### src/rtl/ahbl_mem_bridge_if.sv
`default_nettype none
// ---------------------------------------------------------------------------
// ahbl_mem_bridge_if - AHB-Lite slave side and memory backend side of the bridge. Rev 1.0
// ---------------------------------------------------------------------------
interface ahbl_mem_bridge_if #(
  parameter int W_ADDR = 32,
  parameter int W_DATA = 32
);
  logic                  ahbls_hready_resp;
  logic                  ahbls_hready;
  logic                  ahbls_hresp;
  logic [W_ADDR-1:0]     ahbls_haddr;
  logic                  ahbls_hwrite;
  logic [1:0]            ahbls_htrans;
  logic [2:0]            ahbls_hsize;
  logic [W_DATA-1:0]     ahbls_hwdata;
  logic [W_DATA-1:0]     ahbls_hrdata;

  logic                  mem_valid;
  logic                  mem_ready;
  logic                  mem_write;
  logic [W_ADDR-1:0]     mem_addr;
  logic [W_DATA-1:0]     mem_wdata;
  logic [W_DATA/8-1:0]   mem_wmask;
  logic                  mem_rvalid;
  logic [W_DATA-1:0]     mem_rdata;

  modport slave (
    output ahbls_hready_resp, ahbls_hresp, ahbls_hrdata,
    input  ahbls_hready, ahbls_haddr, ahbls_hwrite, ahbls_htrans, ahbls_hsize, ahbls_hwdata,
    output mem_valid, mem_write, mem_addr, mem_wdata, mem_wmask,
    input  mem_ready, mem_rvalid, mem_rdata
  );

  modport master (
    input  ahbls_hready_resp, ahbls_hresp, ahbls_hrdata,
    output ahbls_hready, ahbls_haddr, ahbls_hwrite, ahbls_htrans, ahbls_hsize, ahbls_hwdata,
    input  mem_valid, mem_write, mem_addr, mem_wdata, mem_wmask,
    output mem_ready, mem_rvalid, mem_rdata
  );
endinterface
`default_nettype wire

### src/rtl/ahbl_mem_bridge.sv
`default_nettype none
// ---------------------------------------------------------------------------
// ahbl_mem_bridge - AHB-Lite slave to valid/ready memory with a posted-write buffer.
// AHBL_MEM_BRIDGE_RAW_CHECK_EN: reads bypass buffered writes to other words. Rev 1.0
// ---------------------------------------------------------------------------
module ahbl_mem_bridge #(
  parameter int          W_ADDR      = 32,
  parameter int          W_DATA      = 32,
  parameter int unsigned DEPTH_BYTES = 1 << 23,
  parameter int          WBUF_DEPTH  = 4
) (
  input wire logic          clk,
  input wire logic          rst_n,
  ahbl_mem_bridge_if.slave  bus
);
  localparam int NB    = W_DATA / 8;
  localparam int OFF_W = $clog2(NB);
  localparam int PTR_W = $clog2(WBUF_DEPTH);
  localparam logic [W_ADDR:0] DEPTH_LIM = (W_ADDR+1)'(DEPTH_BYTES);
  localparam logic [PTR_W:0]  FULL_CNT  = (PTR_W+1)'(WBUF_DEPTH);

  typedef enum logic [2:0] {
    ST_IDLE   = 3'd0,
    ST_WDATA  = 3'd1,
    ST_RWAIT  = 3'd2,
    ST_RISSUE = 3'd3,
    ST_RDATA  = 3'd4,
    ST_ERR1   = 3'd5,
    ST_ERR2   = 3'd6
  } state_t;

  state_t             state;
  logic               hready_q;
  logic               hresp_q;
  logic [W_DATA-1:0]  hrdata_q;
  logic [W_ADDR-1:0]  addr_q;
  logic [NB-1:0]      mask_q;

  logic [W_ADDR-1:0]  wb_addr [WBUF_DEPTH];
  logic [W_DATA-1:0]  wb_data [WBUF_DEPTH];
  logic [NB-1:0]      wb_mask [WBUF_DEPTH];
  logic [PTR_W-1:0]   wr_ptr;
  logic [PTR_W-1:0]   rd_ptr;
  logic [PTR_W:0]     count;
  logic [PTR_W:0]     count_next;
  logic               full;
  logic               empty;
  logic               full_next;
  logic               push;
  logic               pop;
  logic               drain;

  logic               accept;
  logic               dec_err;
  state_t             dec_state;
  logic               dec_hready;
  logic               dec_hresp;
  logic [W_ADDR-1:0]  dec_waddr;
  logic [NB-1:0]      dec_mask;
  logic               rwait_go;

  function automatic logic [NB-1:0] byte_mask(input logic [2:0] size, input logic [OFF_W-1:0] off);
    int unsigned lo;
    int unsigned hi;
    byte_mask = '0;
    lo = 32'(off);
    hi = lo + (32'd1 << size);
    for (int unsigned b = 0; b < NB; b++) begin
      byte_mask[b] = (b >= lo) && (b < hi);
    end
  endfunction

  // Address-phase decode; only consumed in states where hready_resp is high.
  always_comb begin
    accept     = bus.ahbls_htrans[1] && bus.ahbls_hready;
    dec_err    = ({1'b0, bus.ahbls_haddr} >= DEPTH_LIM) || (int'(bus.ahbls_hsize) > OFF_W);
    dec_waddr  = {bus.ahbls_haddr[W_ADDR-1:OFF_W], {OFF_W{1'b0}}};
    dec_mask   = byte_mask(bus.ahbls_hsize, bus.ahbls_haddr[OFF_W-1:0]);
    dec_state  = ST_IDLE;
    if (accept) begin
      if (dec_err)
        dec_state = ST_ERR1;
      else if (bus.ahbls_hwrite)
        dec_state = ST_WDATA;
      else
        dec_state = ST_RWAIT;
    end
    dec_hready = 1'b1;
    dec_hresp  = 1'b0;
    case (dec_state)
      ST_WDATA: dec_hready = !full_next;
      ST_RWAIT: dec_hready = 1'b0;
      ST_ERR1: begin
        dec_hready = 1'b0;
        dec_hresp  = 1'b1;
      end
      default: ;
    endcase
  end

  assign full      = (count == FULL_CNT);
  assign empty     = (count == '0);
  assign push      = (state == ST_WDATA) && !full;
  assign drain     = !empty && (state != ST_RISSUE) && (state != ST_RDATA);
  assign pop       = drain && bus.mem_ready;
  assign full_next = (count_next == FULL_CNT);

  always_comb begin
    count_next = count;
    if (push && !pop)
      count_next = count + 1'b1;
    else if (pop && !push)
      count_next = count - 1'b1;
  end

`ifdef AHBL_MEM_BRIDGE_RAW_CHECK_EN
  logic             raw_hit;
  logic [PTR_W-1:0] raw_rel;

  // An entry is live when its distance from the head is below the fill count.
  always_comb begin
    raw_hit = 1'b0;
    raw_rel = '0;
    for (int i = 0; i < WBUF_DEPTH; i++) begin
      raw_rel = PTR_W'(i) - rd_ptr;
      if (({1'b0, raw_rel} < count) && (wb_addr[i] == addr_q))
        raw_hit = 1'b1;
    end
  end

  assign rwait_go = empty || !raw_hit;
`else
  assign rwait_go = empty;
`endif

  always_ff @(posedge clk or negedge rst_n) begin
    if (!rst_n) begin
      wr_ptr <= '0;
      rd_ptr <= '0;
      count  <= '0;
    end else begin
      if (push)
        wr_ptr <= wr_ptr + 1'b1;
      if (pop)
        rd_ptr <= rd_ptr + 1'b1;
      count <= count_next;
    end
  end

  always_ff @(posedge clk) begin
    if (push) begin
      wb_addr[wr_ptr] <= addr_q;
      wb_data[wr_ptr] <= bus.ahbls_hwdata;
      wb_mask[wr_ptr] <= mask_q;
    end
  end

  always_ff @(posedge clk or negedge rst_n) begin
    if (!rst_n) begin
      state    <= ST_IDLE;
      hready_q <= 1'b1;
      hresp_q  <= 1'b0;
      hrdata_q <= '0;
      addr_q   <= '0;
      mask_q   <= '0;
    end else begin
      case (state)
        ST_IDLE, ST_ERR2: begin
          state    <= dec_state;
          hready_q <= dec_hready;
          hresp_q  <= dec_hresp;
        end
        ST_WDATA: begin
          if (!full) begin
            state    <= dec_state;
            hready_q <= dec_hready;
            hresp_q  <= dec_hresp;
          end else begin
            hready_q <= !full_next;
          end
        end
        ST_RWAIT: begin
          if (rwait_go)
            state <= ST_RISSUE;
        end
        ST_RISSUE: begin
          if (bus.mem_ready)
            state <= ST_RDATA;
        end
        ST_RDATA: begin
          if (bus.mem_rvalid) begin
            hrdata_q <= bus.mem_rdata;
            hready_q <= 1'b1;
            state    <= ST_IDLE;
          end
        end
        ST_ERR1: begin
          state    <= ST_ERR2;
          hready_q <= 1'b1;
        end
        default: begin
          state    <= ST_IDLE;
          hready_q <= 1'b1;
          hresp_q  <= 1'b0;
        end
      endcase
      if (accept) begin
        addr_q <= dec_waddr;
        mask_q <= dec_mask;
      end
    end
  end

  assign bus.ahbls_hready_resp = hready_q;
  assign bus.ahbls_hresp       = hresp_q;
  assign bus.ahbls_hrdata      = hrdata_q;

  // Buffered writes own the backend except while a read is being issued or awaited.
  always_comb begin
    bus.mem_valid = 1'b0;
    bus.mem_write = 1'b0;
    bus.mem_addr  = '0;
    bus.mem_wdata = '0;
    bus.mem_wmask = '0;
    if (drain) begin
      bus.mem_valid = 1'b1;
      bus.mem_write = 1'b1;
      bus.mem_addr  = wb_addr[rd_ptr];
      bus.mem_wdata = wb_data[rd_ptr];
      bus.mem_wmask = wb_mask[rd_ptr];
    end else if (state == ST_RISSUE) begin
      bus.mem_valid = 1'b1;
      bus.mem_addr  = addr_q;
    end
  end
endmodule
`default_nettype wire
### src/flat_wrapper.sv
// flat-port wrapper written by rule: the top's interface ports become plain ports
module ahbl_mem_bridge_flat 
#(
  parameter int          W_ADDR      = 32,
  parameter int          W_DATA      = 32,
  parameter int unsigned DEPTH_BYTES = 1 << 23,
  parameter int          WBUF_DEPTH  = 4
)
  (clk, rst_n, bus_ahbls_hready_resp, bus_ahbls_hresp, bus_ahbls_hrdata, bus_ahbls_hready, bus_ahbls_haddr, bus_ahbls_hwrite, bus_ahbls_htrans, bus_ahbls_hsize, bus_ahbls_hwdata, bus_mem_valid, bus_mem_write, bus_mem_addr, bus_mem_wdata, bus_mem_wmask, bus_mem_ready, bus_mem_rvalid, bus_mem_rdata);
  ahbl_mem_bridge_if #(.W_ADDR(W_ADDR), .W_DATA(W_DATA)) bus_i ();
  input wire logic clk;
  input wire logic rst_n;
  output wire logic [$bits(bus_i.ahbls_hready_resp)-1:0] bus_ahbls_hready_resp;
  output wire logic [$bits(bus_i.ahbls_hresp)-1:0] bus_ahbls_hresp;
  output wire logic [$bits(bus_i.ahbls_hrdata)-1:0] bus_ahbls_hrdata;
  input wire logic [$bits(bus_i.ahbls_hready)-1:0] bus_ahbls_hready;
  input wire logic [$bits(bus_i.ahbls_haddr)-1:0] bus_ahbls_haddr;
  input wire logic [$bits(bus_i.ahbls_hwrite)-1:0] bus_ahbls_hwrite;
  input wire logic [$bits(bus_i.ahbls_htrans)-1:0] bus_ahbls_htrans;
  input wire logic [$bits(bus_i.ahbls_hsize)-1:0] bus_ahbls_hsize;
  input wire logic [$bits(bus_i.ahbls_hwdata)-1:0] bus_ahbls_hwdata;
  output wire logic [$bits(bus_i.mem_valid)-1:0] bus_mem_valid;
  output wire logic [$bits(bus_i.mem_write)-1:0] bus_mem_write;
  output wire logic [$bits(bus_i.mem_addr)-1:0] bus_mem_addr;
  output wire logic [$bits(bus_i.mem_wdata)-1:0] bus_mem_wdata;
  output wire logic [$bits(bus_i.mem_wmask)-1:0] bus_mem_wmask;
  input wire logic [$bits(bus_i.mem_ready)-1:0] bus_mem_ready;
  input wire logic [$bits(bus_i.mem_rvalid)-1:0] bus_mem_rvalid;
  input wire logic [$bits(bus_i.mem_rdata)-1:0] bus_mem_rdata;
  assign bus_ahbls_hready_resp = bus_i.ahbls_hready_resp;
  assign bus_ahbls_hresp = bus_i.ahbls_hresp;
  assign bus_ahbls_hrdata = bus_i.ahbls_hrdata;
  assign bus_i.ahbls_hready = bus_ahbls_hready;
  assign bus_i.ahbls_haddr = bus_ahbls_haddr;
  assign bus_i.ahbls_hwrite = bus_ahbls_hwrite;
  assign bus_i.ahbls_htrans = bus_ahbls_htrans;
  assign bus_i.ahbls_hsize = bus_ahbls_hsize;
  assign bus_i.ahbls_hwdata = bus_ahbls_hwdata;
  assign bus_mem_valid = bus_i.mem_valid;
  assign bus_mem_write = bus_i.mem_write;
  assign bus_mem_addr = bus_i.mem_addr;
  assign bus_mem_wdata = bus_i.mem_wdata;
  assign bus_mem_wmask = bus_i.mem_wmask;
  assign bus_i.mem_ready = bus_mem_ready;
  assign bus_i.mem_rvalid = bus_mem_rvalid;
  assign bus_i.mem_rdata = bus_mem_rdata;
  ahbl_mem_bridge #(.W_ADDR(W_ADDR), .W_DATA(W_DATA), .DEPTH_BYTES(DEPTH_BYTES), .WBUF_DEPTH(WBUF_DEPTH)) u_core (.clk(clk), .rst_n(rst_n), .bus(bus_i));
endmodule
### config.mk
export PLATFORM = sky130hd
export DESIGN_NAME = ahbl_mem_bridge_flat
export DESIGN_NICKNAME = d
export VERILOG_FILES = /design/src/rtl/ahbl_mem_bridge_if.sv /design/src/rtl/ahbl_mem_bridge.sv /design/src/flat_wrapper.sv
export SDC_FILE = /design/constraint.sdc
export NUM_CORES = 1
export LEC_CHECK = 0
export BUFFER_PORTS_ARGS = -buffer_cell sky130_fd_sc_hd__buf_4
export CORE_MARGIN = 3
export CORE_UTILIZATION = 45
export DETAILED_ROUTE_END_ITERATION = 16
export PLACE_DENSITY = 0.7
export SLEW_MARGIN = 10
export SYNTH_ARGS = -nofsm -noshare
export SYNTH_HDL_FRONTEND = slang
export SYNTH_SLANG_ARGS = --single-unit
### constraint.sdc
create_clock -name clk -period 3.2 [get_ports clk]
set_input_delay 0.96 -clock clk [delete_from_list [all_inputs] [get_ports clk]]
set_output_delay 0.96 -clock clk [all_outputs]
set_load 0.01 [all_outputs]
==> impl_metrics.json, run 1 <==
{
  "synthFlopType": "edfxtp_1",
  "synth_fa_ha_area_share_pct": 1.122,
  "netlist_instances": 704,
  "power_density_nw_per_um2": 978.9,
  "clk_pin_slew_ns": 0.06,
  "detail_route.wl_per_cell_um": 21.49,
  "die_h_um": 179.9,
  "initial_core_util_pct": 45.79,
  "synth-simple-area-share_pct": 4.211,
  "numCtsBuffers": 36,
  "fmax_ghz": 0.3151,
  "grt_pass1_wl_um": 44960,
  "seq_area_um2": 9889,
  "fin_nets": 1072,
  "synth_area_um2": 13610,
  "synth_compound_area_share_pct": 3.715,
  "p_comb_share_pct": 39.2,
  "die_w_um": 179.9,
  "htreeDepth": 2,
  "synth_edf_count": 264,
  "drv_slew": 0,
  "grtUsageTotal_pct": 17.54,
  "synth_top_area_share_pct": 58.26,
  "ys_types": 53,
  "worstSetupPathType": "reg2out",
  "multiInputGateArea_um2": 3543,
  "core_area_um2": 29720,
  "area_growth_pct": 27.22,
  "drc": 0,
  "vias_per_cell": 5.383,
  "num_vias": 7386,
  "critPathArrivalTime_ns": 2.21,
  "p_int_mw": 11.70,
  "cts.path.max_buffers": 3,
  "clock_latency_ns": 0.51,
  "utilization_pct": 58.25,
  "grtUsageMet3_pct": 4.755,
  "ant_nets": 0,
  "p_seq_share_pct": 36.5,
  "p_sw_mw": 5.242,
  "wirelength_um": 29480,
  "leakagePower_nw": 6.498,
  "num_rows": 63,
  "fin_crit_sh_pct": 99.18,
  "post_synth_xor_area_fraction_pct": 0.3218,
  "clkPwrFrac_pct": 24.3,
  "grtUsageMet2_pct": 28.53,
  "ys_seq_elements": 342,
  "async_flop_share_pct": 22.81,
  "hold_class": "reg2reg",
  "worstMarginPinSlew_ns": 0.8466,
  "cts.sinks": 342,
  "antenna_found_initial": 0,
  "cts_tree": "done",
  "swShare_pct": 30.93,
  "dieArea_um2": 32360,
  "dr.pass1.iters": 5,
  "routabilityCongestion": 0.7667,
  "status": "completed",
  "ys_warn_count": 0,
  "met1_usage_pct": 24.10,
  "endpoint_kind": "output pin",
  "cts_hold_buf": 0,
  "ys_seq_area_share_pct": 72.61,
  "grt_max_degree": 59,
  "hold_viol": 0,
  "worstPathMaxFanout": 8,
  "min_period_ns": 3.174,
  "grt-busiest-layer": "met2",
  "dp.cells": 1293,
  "drt-initial-drc-count": 517,
  "drv_cap": 0,
  "io_pins": 211,
  "rsz0062_at_grt": "yes",
  "slew_headroom_pct": 43.56,
  "synth_top_family_by_area": "multiplexers",
  "hpwl_um": 17920,
  "grt_pass1_vias": 7854,
  "post-synth-top-area-cell": "edfxtp_1",
  "cp.required_ns": 2.24,
  "final.fill_count": 2229,
  "worst_clock_skew_ns": 0.01955,
  "drive_gt1_share_pct": 43.58,
  "avgSynthCellArea_um2": 19.33,
  "synthTopCellsByArea": "edfxtp_1, dfrtp_1, mux4_2",
  "grt_remaining_overflow": 0,
  "clockRootBuffer": "clkbuf_16",
  "r2r_setup_slack_ns": 0.81,
  "n_antenna_cell": 0,
  "start_kind": "flip-flop",
  "setup_viol": 0,
  "stdcell_count": 1372,
  "portBuffers": 207,
  "ir_worst_vdd_uv": 468.1,
  "synthMuxAreaShare_pct": 16.22
}
per-stage QoR:
stage	hold slack (ns)	setup TNS (ns)	worst slack [ns]	total power [mW]	cell area, um2
2_1_floorplan	0.4758	0	0.08156	9.667	13610
3_3_place_gp	0.4687	0	0.1949	12.31	15880
6_report	0.4853	0	0.02639	16.95	17310
4_1_cts	0.4878	0	0.01213	16.66	17100
5_1_grt	0.4976	-0.4912	-0.03134	17.85	17310
3_5_place_dp	0.4759	0	0.1768	12.41	15880
cells by family (layout without fill, tap and decap cells):
| group | Yosys count | after routing |
|---|---|---|
| buffers and inverters | 54 | 331 |
| AO/OA/AOI/OAI | 64 | 64 |
| XOR/XNOR | 5 | 5 |
| other | 1 | 2 |
| AND/OR/NAND/NOR | 96 | 96 |
| multiplexers | 130 | 130 |
| flip-flops | 342 | 342 |
| adder cells (fa/ha/maj) | 12 | 12 |
power by group through the flow:
stage                     Clock, mW  Combinational [mW]  Sequential (mW)
after floorplan                   0                3.41             6.26
after global placement            0                6.08             6.23
after detailed placement          0                6.14             6.26
after CTS                      4.22                6.25             6.19
after global routing           4.41                7.16             6.28
final                          4.12                6.65             6.18
synth_stat cells, types with 6 or more instances:
library cell	instances
clkbuf_1	13
a22o_1	31
mux4_2	66
inv_1	13
nor2_1	9
edfxtp_1	264
buf_2	22
ha_1	9
mux2_2	34
dfrtp_1	77
mux2_1	30
nor2b_1	38
nand2_1	12
a21oi_1	6
flip-flops by register name, summed over array words and instances, names as in the netlist, 3 cells and up:
register and cells:
u_core.wb_data 128, u_core.wb_mask 16, u_core.bus.ahbls_hrdata 32, u_core.state 3
u_core.addr_q 30, u_core.wb_addr 120, u_core.mask_q 4, u_core.count 3
routing by layer:
metal,share of wire (%),up-vias
met5,0,-
met4,1.6,0
met3,7.8,39
met2,48,278
met1,42,3766
li1,-,3303
layout by cell type (no fill, tap or decap), types with 8 or more instances in the layout:
master / n
nand2_1: 12
mux2_1: 30
nor2b_1: 38
edfxtp_1: 264
nor2_1: 9
inv_1: 11
a22o_1: 31
mux2_2: 34
dfrtp_1: 74
buf_12: 14
buf_4: 230
clkinv_2: 8
ha_1: 8
clkbuf_16: 41
mux4_2: 66
timing repair:
item / in CTS / in global routing
buffers inserted: 0 / 8
resized for setup: 10 / 8
setup endpoints to repair: 68 / 67
pin swaps: 0 / 2
gates cloned: 0 / 6
worst max-delay path, stage by stage, from the launching register on:
cell,delay (ns)
dfrtp_2,0.44
inv_2,0.10
ha_4,0.14
or2b_4,0.29
nand3_4,0.14
buf_12,0.17
inv_6,0.07
a22o_1,0.19
buf_4,0.15
path summary, 6_finish.rpt:
| check | start | to | cells past startpoint |
|---|---|---|---|
| worst min register to register | u_core.bus.ahbls_hrdata[7] | u_core.bus.ahbls_hrdata[7] | 1 |
| worst max-delay path | u_core.count[0] | bus_mem_addr[26] | 8 |
| max in group asynchronous | rst_n | u_core.bus.ahbls_hrdata[5] | 2 |
| worst min-delay path | u_core.bus.ahbls_hrdata[7] | u_core.bus.ahbls_hrdata[7] | 1 |
| min in group asynchronous | rst_n | u_core.addr_q[12] | 1 |
| worst max register to register | u_core.count[0] | u_core.wb_data[0][22] | 6 |
area by class of cell:
cell class / count / share of cell area, %
Multi-Input combinational cell: 309 / 20.47
Timing Repair Buffer: 249 / 12.25
Inverter: 15 / 0.3975
Timing Repair inverter: 2 / 0.1446
Tap cell: 390 / 2.819
Sequential cell: 342 / 57.13
Clock inverter: 19 / 1.070
Clock buffer: 46 / 5.724
(Power assumes the default switching activity.)
==> inputs of run 2 (changes only) <==
--- a/config.mk
+++ b/config.mk
@@ -9,7 +9,7 @@
 export CORE_MARGIN = 3
 export CORE_UTILIZATION = 45
 export DETAILED_ROUTE_END_ITERATION = 16
-export PLACE_DENSITY = 0.7
+export PLACE_DENSITY = 0.71
 export SLEW_MARGIN = 10
 export SYNTH_ARGS = -nofsm -noshare
 export SYNTH_HDL_FRONTEND = slang
==> impl_metrics.json, run 2 (synthesis results as in run 1) <==
{
  "status": "completed",
  "drc": 0,
  "initial_core_util_pct": 45.79,
  "dieArea_um2": 32360,
  "routabilityCongestion": 0.7923,
  "die_w_um": 179.9,
  "fin_area_um2": 17120,
  "max_flop_register": "u_core.wb_data",
  "fin_crit_sh_pct": 97.79,
  "hold_viol": 0,
  "htreeDepth": 2,
  "grtUsageTotal_pct": 17.52,
  "rsz0062_at_grt": "no",
  "drive_gt1_share_pct": 42.37,
  "critPathArrivalTime_ns": 2.17,
  "vias_per_cell": 5.382,
  "power_density_nw_per_um2": 963.4,
  "dr.pass1.iters": 5,
  "clk_pin_slew_ns": 0.06,
  "endpoint_kind": "output pin",
  "utilization_pct": 57.60,
  "min_period_ns": 3.129,
  "p_comb_share_pct": 38.0,
  "core_area_um2": 29720,
  "die_h_um": 179.9,
  "ir_worst_vdd_uv": 539.6,
  "worst_clock_skew_ns": 0.02158,
  "fin_nets": 1059,
  "cts_tree": "done",
  "cts.sinks": 342,
  "fmax_ghz": 0.3196,
  "p_sw_mw": 5.047,
  "seq_area_um2": 9888,
  "tns_ns": 0,
  "dpl_cell_area_um2": 15870,
  "worstPathMaxFanout": 16,
  "io_pins": 211,
  "worstSetupPathType": "reg2out",
  "ant_nets": 0,
  "hpwl_um": 18010,
  "slew_headroom_pct": 42.93,
  "portBuffers": 207,
  "drv_cap": 0,
  "grt_remaining_overflow": 0,
  "multiInputGateArea_um2": 3552,
  "p_seq_share_pct": 37.7,
  "clkPwrFrac_pct": 24.3,
  "area_growth_pct": 25.79,
  "numCtsBuffers": 37,
  "n_antenna_cell": 0,
  "grt_pass1_vias": 7914,
  "swShare_pct": 30.60,
  "leakagePower_nw": 6.385,
  "clock_latency_ns": 0.52,
  "largest_reg_flops": 128,
  "clockRootBuffer": "clkbuf_16",
  "drt-initial-drc-count": 599,
  "grt_pass1_wl_um": 44840,
  "final_cell_mix": "edfxtp_1, buf_4, dfrtp_1",
  "start_kind": "flip-flop",
  "setup_viol": 0,
  "hold_class": "reg2reg",
  "cts.path.max_buffers": 3,
  "num_vias": 7320,
  "grt_max_degree": 64,
  "num_rows": 63,
  "detail_route.wl_per_cell_um": 20.95,
  "final.fill_count": 2215,
  "drv_slew": 0,
  "cp.required_ns": 2.24,
  "final_common_cell": "edfxtp_1",
  "wirelength_um": 28490,
  "antenna_found_initial": 0,
  "p_int_mw": 11.45,
  "cts_hold_buf": 0,
  "worstMarginPinSlew_ns": 0.8561
}
[run 2: changes by cell type in the layout (fill, tap and decap cells not counted), moves of 2 or more]
cell / before / now
clkbuf_8: 1 / 5
buf_4: 230 / 221
clkinv_2: 8 / 2
inv_12: 2 / 0
clkbuf_1: 7 / 14
clkbuf_16: 41 / 38
bufinv_16: 3 / 1
clkinv_1: 4 / 2
[run 2: final cells by class]
class / instances / share of cell area (%)
timing repair buffer: 237 / 11.59
tap: 390 / 2.851
inverter: 15 / 0.3435
clock inverter: 11 / 0.5774
clock buffer: 56 / 6.118
multi-input combinational: 309 / 20.75
sequential: 342 / 57.77
[run 2: routing by layer]
| metal | share of wire, % | track usage, % | wire length (um) | vias to the layer above |
|---|---|---|---|---|
| li1 | - | - | - | 3275 |
| met1 | 43 | 24.45 | 12300 | 3734 |
| met2 | 48 | 28.16 | 13640 | 272 |
| met3 | 7.4 | 4.431 | 2112 | 39 |
| met4 | 1.6 | 4.084 | 443 | 0 |
| met5 | 0 | 0 | 0 | - |
[run 2: worst paths after layout]
| path | startpoint | to | slack (ns) | cells past startpoint |
|---|---|---|---|---|
| min | u_core.bus.ahbls_hrdata[27] | u_core.bus.ahbls_hrdata[27] | 0.49 | 1 |
| max | u_core.count[0] | bus_mem_addr[21] | 0.07 | 8 |
| min in group asynchronous | rst_n | u_core.addr_q[18] | 0.55 | 1 |
| min reg2reg | u_core.bus.ahbls_hrdata[27] | u_core.bus.ahbls_hrdata[27] | 0.49 | 1 |
| max reg2reg | u_core.count[0] | u_core.wb_data[0][23] | 0.94 | 5 |
| max in group asynchronous | rst_n | u_core.addr_q[13] | 1.97 | 2 |
[run 2: power groups by stage]
stage | clock [mW] | sequential, mW | combinational [mW]
4_1_cts | 4.11 | 6.22 | 6.30
6_report | 4.01 | 6.21 | 6.27
5_1_grt | 4.30 | 6.31 | 6.78
2_1_floorplan | 0 | 6.26 | 3.41
3_3_place_gp | 0 | 6.30 | 6.04
3_5_place_dp | 0 | 6.36 | 6.12
[run 2: worst max-delay path, stage by stage (launching register included)]
cell and delay [ns]:
dfrtp_1 0.39, inv_2 0.10, ha_4 0.16, or2b_4 0.30, nand3_4 0.10, inv_4 0.07, clkbuf_16 0.19, a22o_1 0.19
buf_4 0.15
[run 2: through the flow]
step	std cells	setup WS, ns	total power [mW]	hold slack, ns
CTS	1358	0.004146	16.63	0.4901
global placement	1288	0.3570	12.35	0.4690
floorplan	705	0.08156	9.667	0.4758
finish	1360	0.07083	16.49	0.4855
detailed placement	1288	0.3215	12.47	0.4760
global route	1360	0.001381	17.39	0.5038
[run 2: timing repair]
action / 4_1_cts / 5_1_grt
setup endpoints to repair: 68 / 24
pin swaps: 0 / 0
resized for setup: 6 / 2
gates cloned: 0 / 1
setup buffers: 3 / 1
